<file path="config.mk">
export PLATFORM = sky130hd
export DESIGN_NAME = oam_dma
export DESIGN_NICKNAME = d
export VERILOG_FILES = /design/src/rtl/nes_pkg.sv /design/src/rtl/oam_dma.sv
export SDC_FILE = /design/constraint.sdc
export NUM_CORES = 1
export LEC_CHECK = 0
export BUFFER_PORTS_ARGS = -buffer_cell sky130_fd_sc_hd__buf_2
export CAP_MARGIN = 20
export CORE_ASPECT_RATIO = 0.9
export CORE_MARGIN = 1
export CORE_UTILIZATION = 53
export CTS_CLUSTER_DIAMETER = 60
export CTS_CLUSTER_SIZE = 30
export DETAILED_ROUTE_END_ITERATION = 12
export PLACE_DENSITY = 0.78
export SLEW_MARGIN = 20
export SYNTH_ARGS = -nofsm -noshare
export SYNTH_HDL_FRONTEND = slang
export SYNTH_SLANG_ARGS = --single-unit
</file>
<file path="constraint.sdc">
create_clock -name clk -period 3.41 [get_ports clk]
set_input_delay 0.1705 -clock clk [delete_from_list [all_inputs] [get_ports clk]]
set_output_delay 0.1705 -clock clk [all_outputs]
set_load 0.02 [all_outputs]
</file>
<file path="src/rtl/nes_pkg.sv">
// Shared NES core definitions: OAM DMA state encoding and fixed bus addresses.
`timescale 1ns/1ps
package nes_pkg;

  typedef enum logic [2:0] {
    ST_IDLE  = 3'd0,
    ST_HALT  = 3'd1,
    ST_ALIGN = 3'd2,
    ST_READ  = 3'd3,
    ST_WRITE = 3'd4
  } dma_state_t;

  localparam logic [15:0] OAMDATA_ADDR = 16'h2004;
  localparam logic [4:0]  OAM_DMA_REG  = 5'h14;

endpackage

</file>
<file path="src/rtl/oam_dma.sv">
// Sprite DMA: a write to $4014 halts the CPU and copies page $XX00-$XXFF into OAMDATA.
// Define OAM_DMA_ALIGN_EN to insert an ALIGN cycle so the first read lands on a get cycle.
`timescale 1ns/1ps
module oam_dma
  import nes_pkg::*;
(
  input  logic        clk,
  input  logic        rst,
  input  logic        ph1_rising,
  input  logic        ph1_falling,
  input  logic        ph2_rising,
  input  logic        ph2_falling,
  input  logic [4:0]  io_mem_addr,
  input  logic        io_mem_ncs,
  input  logic        io_mem_rnw,
  input  logic [7:0]  io_mem_din,
  output logic        cpu_rdy,
  output logic        dma_active,
  output logic [15:0] dma_mem_addr,
  output logic        dma_mem_rnw,
  output logic [7:0]  dma_mem_dout,
  input  logic [7:0]  dma_mem_din
);

  dma_state_t state;
  logic [7:0] page;
  logic [7:0] idx;
  logic       parity;
  logic       trigger;
  logic       align_needed;
  logic       unused_strobes;

  assign unused_strobes = ^{ph1_rising, ph1_falling, ph2_rising};

  assign trigger = !io_mem_ncs && !io_mem_rnw && (io_mem_addr == OAM_DMA_REG);

  // parity holds the current (HALT) cycle; 0 now means the next cycle is a put cycle
`ifdef OAM_DMA_ALIGN_EN
  assign align_needed = ~parity;
`else
  assign align_needed = 1'b0;
`endif

  always_ff @(posedge clk or posedge rst) begin
    if (rst) begin
      state        <= ST_IDLE;
      page         <= '0;
      idx          <= '0;
      parity       <= 1'b0;
      cpu_rdy      <= 1'b1;
      dma_active   <= 1'b0;
      dma_mem_addr <= '0;
      dma_mem_rnw  <= 1'b1;
      dma_mem_dout <= '0;
    end else if (ph2_falling) begin
      parity <= ~parity;
      case (state)
        ST_IDLE: begin
          if (trigger) begin
            page         <= io_mem_din;
            idx          <= '0;
            state        <= ST_HALT;
            cpu_rdy      <= 1'b0;
            dma_active   <= 1'b1;
            dma_mem_addr <= {io_mem_din, 8'h00};
            dma_mem_rnw  <= 1'b1;
          end
        end
        ST_HALT: begin
          if (align_needed) begin
            state        <= ST_ALIGN;
            dma_mem_addr <= {page, 8'h00};
          end else begin
            state        <= ST_READ;
            dma_mem_addr <= {page, idx};
          end
        end
        ST_ALIGN: begin
          state        <= ST_READ;
          dma_mem_addr <= {page, idx};
        end
        ST_READ: begin
          dma_mem_dout <= dma_mem_din;
          state        <= ST_WRITE;
          dma_mem_addr <= OAMDATA_ADDR;
          dma_mem_rnw  <= 1'b0;
        end
        ST_WRITE: begin
          idx         <= idx + 8'd1;
          dma_mem_rnw <= 1'b1;
          if (idx == 8'hFF) begin
            state      <= ST_IDLE;
            cpu_rdy    <= 1'b1;
            dma_active <= 1'b0;
          end else begin
            state        <= ST_READ;
            dma_mem_addr <= {page, idx + 8'd1};
          end
        end
        default: state <= ST_IDLE;
      endcase
    end
  end

endmodule
</file>
; ---- Yosys cells after proc, flatten, opt, wreduce, memory -nomap -nowiden
; Cells that the tools add are included.
[word_totals]
wordCells = 49
ff_bits = 46
out_inout_bits = 27
in_bits = 29
[op_classes]
reduce_logical = 16
eq_ne = 9
mux = 15
n_addsub = 1
[ops]
columns = operator, n
row1 = $pmux W16 S4, 1
row2 = $mux W16, 2
row3 = $pmux W8 S2, 1
row4 = $pmux W3 S4, 1
row5 = $reduce_and A3 Y1, 3
row6 = $add A8 B1 Y8 const B, 1
row7 = $eq A8 B8 Y1 const B, 1
row8 = $mux W8, 1
row9 = $reduce_and A4 Y1, 2
row10 = $eq A3 B2 Y1 const B, 2
row11 = $ne A2 B2 Y1 const B, 3
row12 = $eq A5 B5 Y1 const B, 1
row13 = $mux W1, 4
row14 = $pmux W1 S2, 2
row15 = $reduce_and A2 Y1, 2
row16 = $reduce_bool A4 Y1, 1
row17 = $eq A3 B1 Y1 const B, 1
row18 = $eq A3 B3 Y1 const B, 1
row19 = $logic_not A3 Y1, 1
row20 = $mux W3, 1
row21 = $pmux W1 S3, 1
row22 = $reduce_bool A3 Y1, 1
row23 = $logic_and A1 B1 Y1, 2
row24 = $logic_not A1 Y1, 2
row25 = 3 further kinds, 3

; ---- Logic depth before layout (Yosys ltp)
[logic_depth]
ltp_word = 5
mapped_depth = 6
mapped_depth_nobuf = 5

; ---- Worst setup path before layout
; OpenSTA, ideal clock, no wires.
[synth_timing]
kind = reg2reg
start = register idx[0]
end = register dma_mem_addr[10]
path_stages_with_launch = 7
path_slack_ps = 1561
period_less_slack_ps = 1849
n_path_buf = 1
arrival_time_ps = 1724
setup_ps = 125
t_required_ps = 3285
cell_sequence = dfrtp_1 > ha_1 > and4_1 > a21o_1 > nor2_4 > buf_6 > mux2_4
[synth_via]
elab_chain_len = 3
[synth_rtl]
columns = item, line_no
row1 = "start, declared", oam_dma.sv:27  ; logic [7:0] idx;
row2 = "start signal, assigned", oam_dma.sv:89  ; idx <= idx + 8'd1;
row3 = $eq A8 B8 Y1, oam_dma.sv:91  ; if (idx == 8'hFF) begin
row4 = $ne A2 B2 Y1 (no source line), -
row5 = $reduce_and A4 Y1 (no source line), -
row6 = "end signal, assigned", oam_dma.sv:75  ; dma_mem_addr <= {page, idx};
row7 = "end signal, assigned", oam_dma.sv:80  ; dma_mem_addr <= {page, idx};
row8 = "end signal, assigned", oam_dma.sv:97  ; dma_mem_addr <= {page, idx + 8'd1};
row9 = "end, declared", oam_dma.sv:19  ; output logic [15:0] dma_mem_addr,
; Every way passes these cells.
; A chain may end at the register's enable or synchronous reset.

; ---- Final worst setup path
[layout_timing]
start = register state[0]
end = register dma_mem_addr[14]
[layout_via]
elab_chain_len = 4
elab_cells_between_ends = 11
classes_between = eq/ne: 6 / mux: 1 / reduce/logical: 4
[layout_rtl]
columns = item, line_no
row1 = "start, declared", oam_dma.sv:25  ; dma_state_t state;
row2 = "start signal, assigned", oam_dma.sv:46  ; state <= ST_IDLE;
row3 = "start signal, assigned", oam_dma.sv:62  ; state <= ST_HALT;
row4 = "start signal, assigned", oam_dma.sv:71  ; state <= ST_ALIGN;
row5 = $eq A3 B1 Y1 / $eq A3 B2 Y1 (equally long branches), oam_dma.sv:57  ; case (state)
row6 = $reduce_or A2 Y1 (no source line), -
row7 = $reduce_bool A4 Y1 (no source line), -
row8 = $reduce_and A4 Y1 (no source line), -
row9 = "end signal, assigned", oam_dma.sv:65  ; dma_mem_addr <= {io_mem_din, 8'h00};
row10 = "end signal, assigned", oam_dma.sv:72  ; dma_mem_addr <= {page, 8'h00};
row11 = "end signal, assigned", oam_dma.sv:75
; Several ways; a longest one is shown, not always the timed one.

==> flow_summary.yaml <==
critical_path:
  r2r_end: "dma_mem_addr[14]"
  rr_startpoint: "state[0]"
  arrival_ps: 2440
  critPathRequiredTime_ps: 3610
  reg2regPathDepth: 5
  crit_path_end_kind: "register"
  critPathMaxFanout: 16
  critPathLaunchType: "register"
  path_class: "register to register"
  r2r_slack_ps: 1170
cells_and_area:
  final_common_cell: "buf_2"
  fillers: 427
  area_growth_pct: 14.2
  utilization_pct: 64.3
  final_cell_mix: "buf_2, dfrtp_1, mux2_2"
  drive_gt1_share_pct: 38.7
  num_antenna_cells: 0
  final_nets: 342
  final_cell_area_um2: 3210
min_path:
  min-delay-start: "dma_mem_din[6]"
  min_path_cells: 2
  hold_end: "dma_mem_dout[6]"
  hold_path_class: "input port to register"
drt:
  antenna_left: 0
  wl_per_cell_um: 16.0
  finalWirelength_um: 6050
  drc: 0
  drt_iter0_drc: 115
  vias_per_cell: 6.25
  vias: 2361
  firstDrtPassIters: 4
timing:
  grt_setup_unrepaired: "false"
  hold_violations: 0
  worst_pin_slew_ps: 701
  setup_viol: 0
  fin_ws_ps: 1170
  worst_slew_margin_rel_pct: 53.2
  fmax_mhz: 446
  slew_violations: 0
  period_needed_ps: 2240
  fin_setup_tns_ps: 0
  finalCritPeriodShare_pct: 65.7
  clock_skew_ps: 14.5
global_route:
  overflow: 0
  grt_max_degree: 47
  antenna_found_initial: 0
  grt_pass1_wl_um: 9810
  grt_pass1_vias: 2029
  grt_usage_pct: 22.7
clocking:
  cts_setup_buffers: 0
  cts.sinks: 46
  cts_root_buf: "clkbuf_8"
  cts-resized-gates: 0
  clk_path_buf_depth: 2
  cts.htree.levels: 2
  clkTransAtPathRegs_ps: 100
  clk-insertion-delay-late_ps: 310
  cts_buffers: 5
  cts_tree: "done"
synthesis:
  synth.distinct_cells: 64
  yosysTopAreaCell: "dfrtp_1"
  synth-warning-count: 0
  async_flop_share_pct: 100
  synth-edff-count: 0
  syn_area_per_cell_um2: 10.6
  ys.flop_type: "dfrtp_1"
  synth_area_um2: 2810
  synth_fp_nets: 295
  yosysSeqAreaShare_pct: 41.1
  ys_ff_latch: 46
  synth_top_area_share_pct: 39.2
  ys_top_cells_by_area: "dfrtp_1, mux2_2, mux2_4"
  synth_cells: 265
flow_run:
  drv_cap: 0
placement:
  dp_hpwl_um: 4180
  placement.cell_area_um2: 3080
  place.gp.congestion: 0.876
  dp_slack_ps: 1200
  io_buffers: 52
floorplan:
  dieArea_um2: 5600
  start_util_pct: 56.4
  ios: 56
  core_area_um2: 4980
  die_x_um: 78.7
  dieHeight_um: 71.1
  row_count: 24
power_and_ir_drop:
  switching_share_pct: 43.5
  p_int_mw: 1.40
  p_leak_nw: 1.48
  clockPowerShare_pct: 14.1
  power_density_nw_per_um2: 772
  peakVddDrop_uv: 455
  p_sw_mw: 1.08
  pwr-share-comb_pct: 49.1
  seqPwrFrac_pct: 36.9
outcome:
  status: "completed"
-- power groups by stage --
stage	registers (mW)	logic (mW)	clock network [mW]
after floorplan	0.980	0.855	0
after global placement	0.902	1.18	0
after detailed placement	0.919	1.21	0
after CTS	0.910	1.21	0.354
after global routing	0.941	1.33	0.375
final	0.913	1.22	0.349
-- worst max-delay path: stages (launching register included) --
cell,delay [ps]
dfrtp_1,590
buf_4,290
o21a_1,190
a21o_1,240
nor2_4,430
mux2_2,390
-- synth_stat cells (2+ instances only) --
cell type / instances
buf_2: 8
xnor2_1: 3
buf_4: 5
dfrtp_1: 44
a21o_1: 3
nor3b_1: 2
mux2_4: 7
clkbuf_1: 4
and4_1: 2
mux2_2: 25
a22o_1: 8
o211ai_1: 3
o21ai_2: 2
nand2_1: 17
nand4_2: 2
nor2_1: 7
o21ai_0: 14
o21a_1: 2
a221oi_1: 2
nor2b_1: 7
a21boi_0: 2
a22oi_1: 2
nand4_1: 4
and3_1: 2
nor3_1: 5
a221o_1: 6
nand3_1: 8
a31oi_1: 2
o41ai_1: 3
dfstp_2: 2
o31ai_1: 5
a21oi_1: 14
inv_1: 5
a2bb2oi_1: 3
or3b_2: 6
-- timing repair --
item / CTS / global route
endpoints found under the setup margin: 0 / 0
hold buffers: 0 / 1
endpoints found under the hold margin: 0 / 23
-- routing by layer --
metal  routed length, um  share of wire [%]  track usage, %
met3                 466                7.7            6.97
met4                  93                1.5            6.79
met5                   0                  0               0
met2                2690                 45            32.9
met1                2800                 46            32.5
-- flip-flops by register name (all words and copies together) (netlist names) --
name,flops
cpu_rdy,1
state,3
dma_mem_addr,16
page,8
idx,8
dma_active,1
dma_mem_rnw,1
dma_mem_dout,8
-- kinds of logic (layout without fill, tap and decap cells) --
kind of cell / count (synthesis) / count (layout) / synth area share (%)
xor+xnor: 4 / 4 / 1.25
fa+ha+maj: 2 / 2 / 0.802
flops: 46 / 46 / 41.1
compound gates: 85 / 85 / 22.4
simple gates: 72 / 72 / 16.2
mux: 32 / 32 / 13.8
buf+inv: 24 / 72 / 4.50
-- worst max path at each step --
stage / end / cells past startpoint / start
2_1_floorplan: dma_mem_addr[10] / 6 / idx[0]
3_5_place_dp: dma_mem_addr[14] / 5 / state[0]
4_1_cts: dma_mem_addr[14] / 5 / state[0]
3_3_place_gp: dma_mem_addr[13] / 5 / state[0]
6_report: dma_mem_addr[14] / 5 / state[0]
5_1_grt: dma_mem_addr[14] / 5 / state[0]
-- layout make-up --
class	instances	area, um^2	share of cell area [%]
Sequential cell	46	1150	36.0
Clock buffer	5	68.8	2.15
Clock inverter	3	23.8	0.741
Timing Repair Buffer	58	328	10.2
Multi-Input combinational cell	195	1530	47.7
Tap cell	65	81.3	2.54
Inverter	6	22.5	0.702
-- metrics by stage --
stage / power [mW] / hold slack [ps] / std cells
global placement: 2.09 / 401 / 368
detailed placement: 2.13 / 409 / 368
floorplan: 1.84 / 267 / 265
finish: 2.48 / 79.0 / 378
CTS: 2.48 / 79.7 / 376
global route: 2.64 / 76.6 / 378
Power figures use the tool's default switching activity.
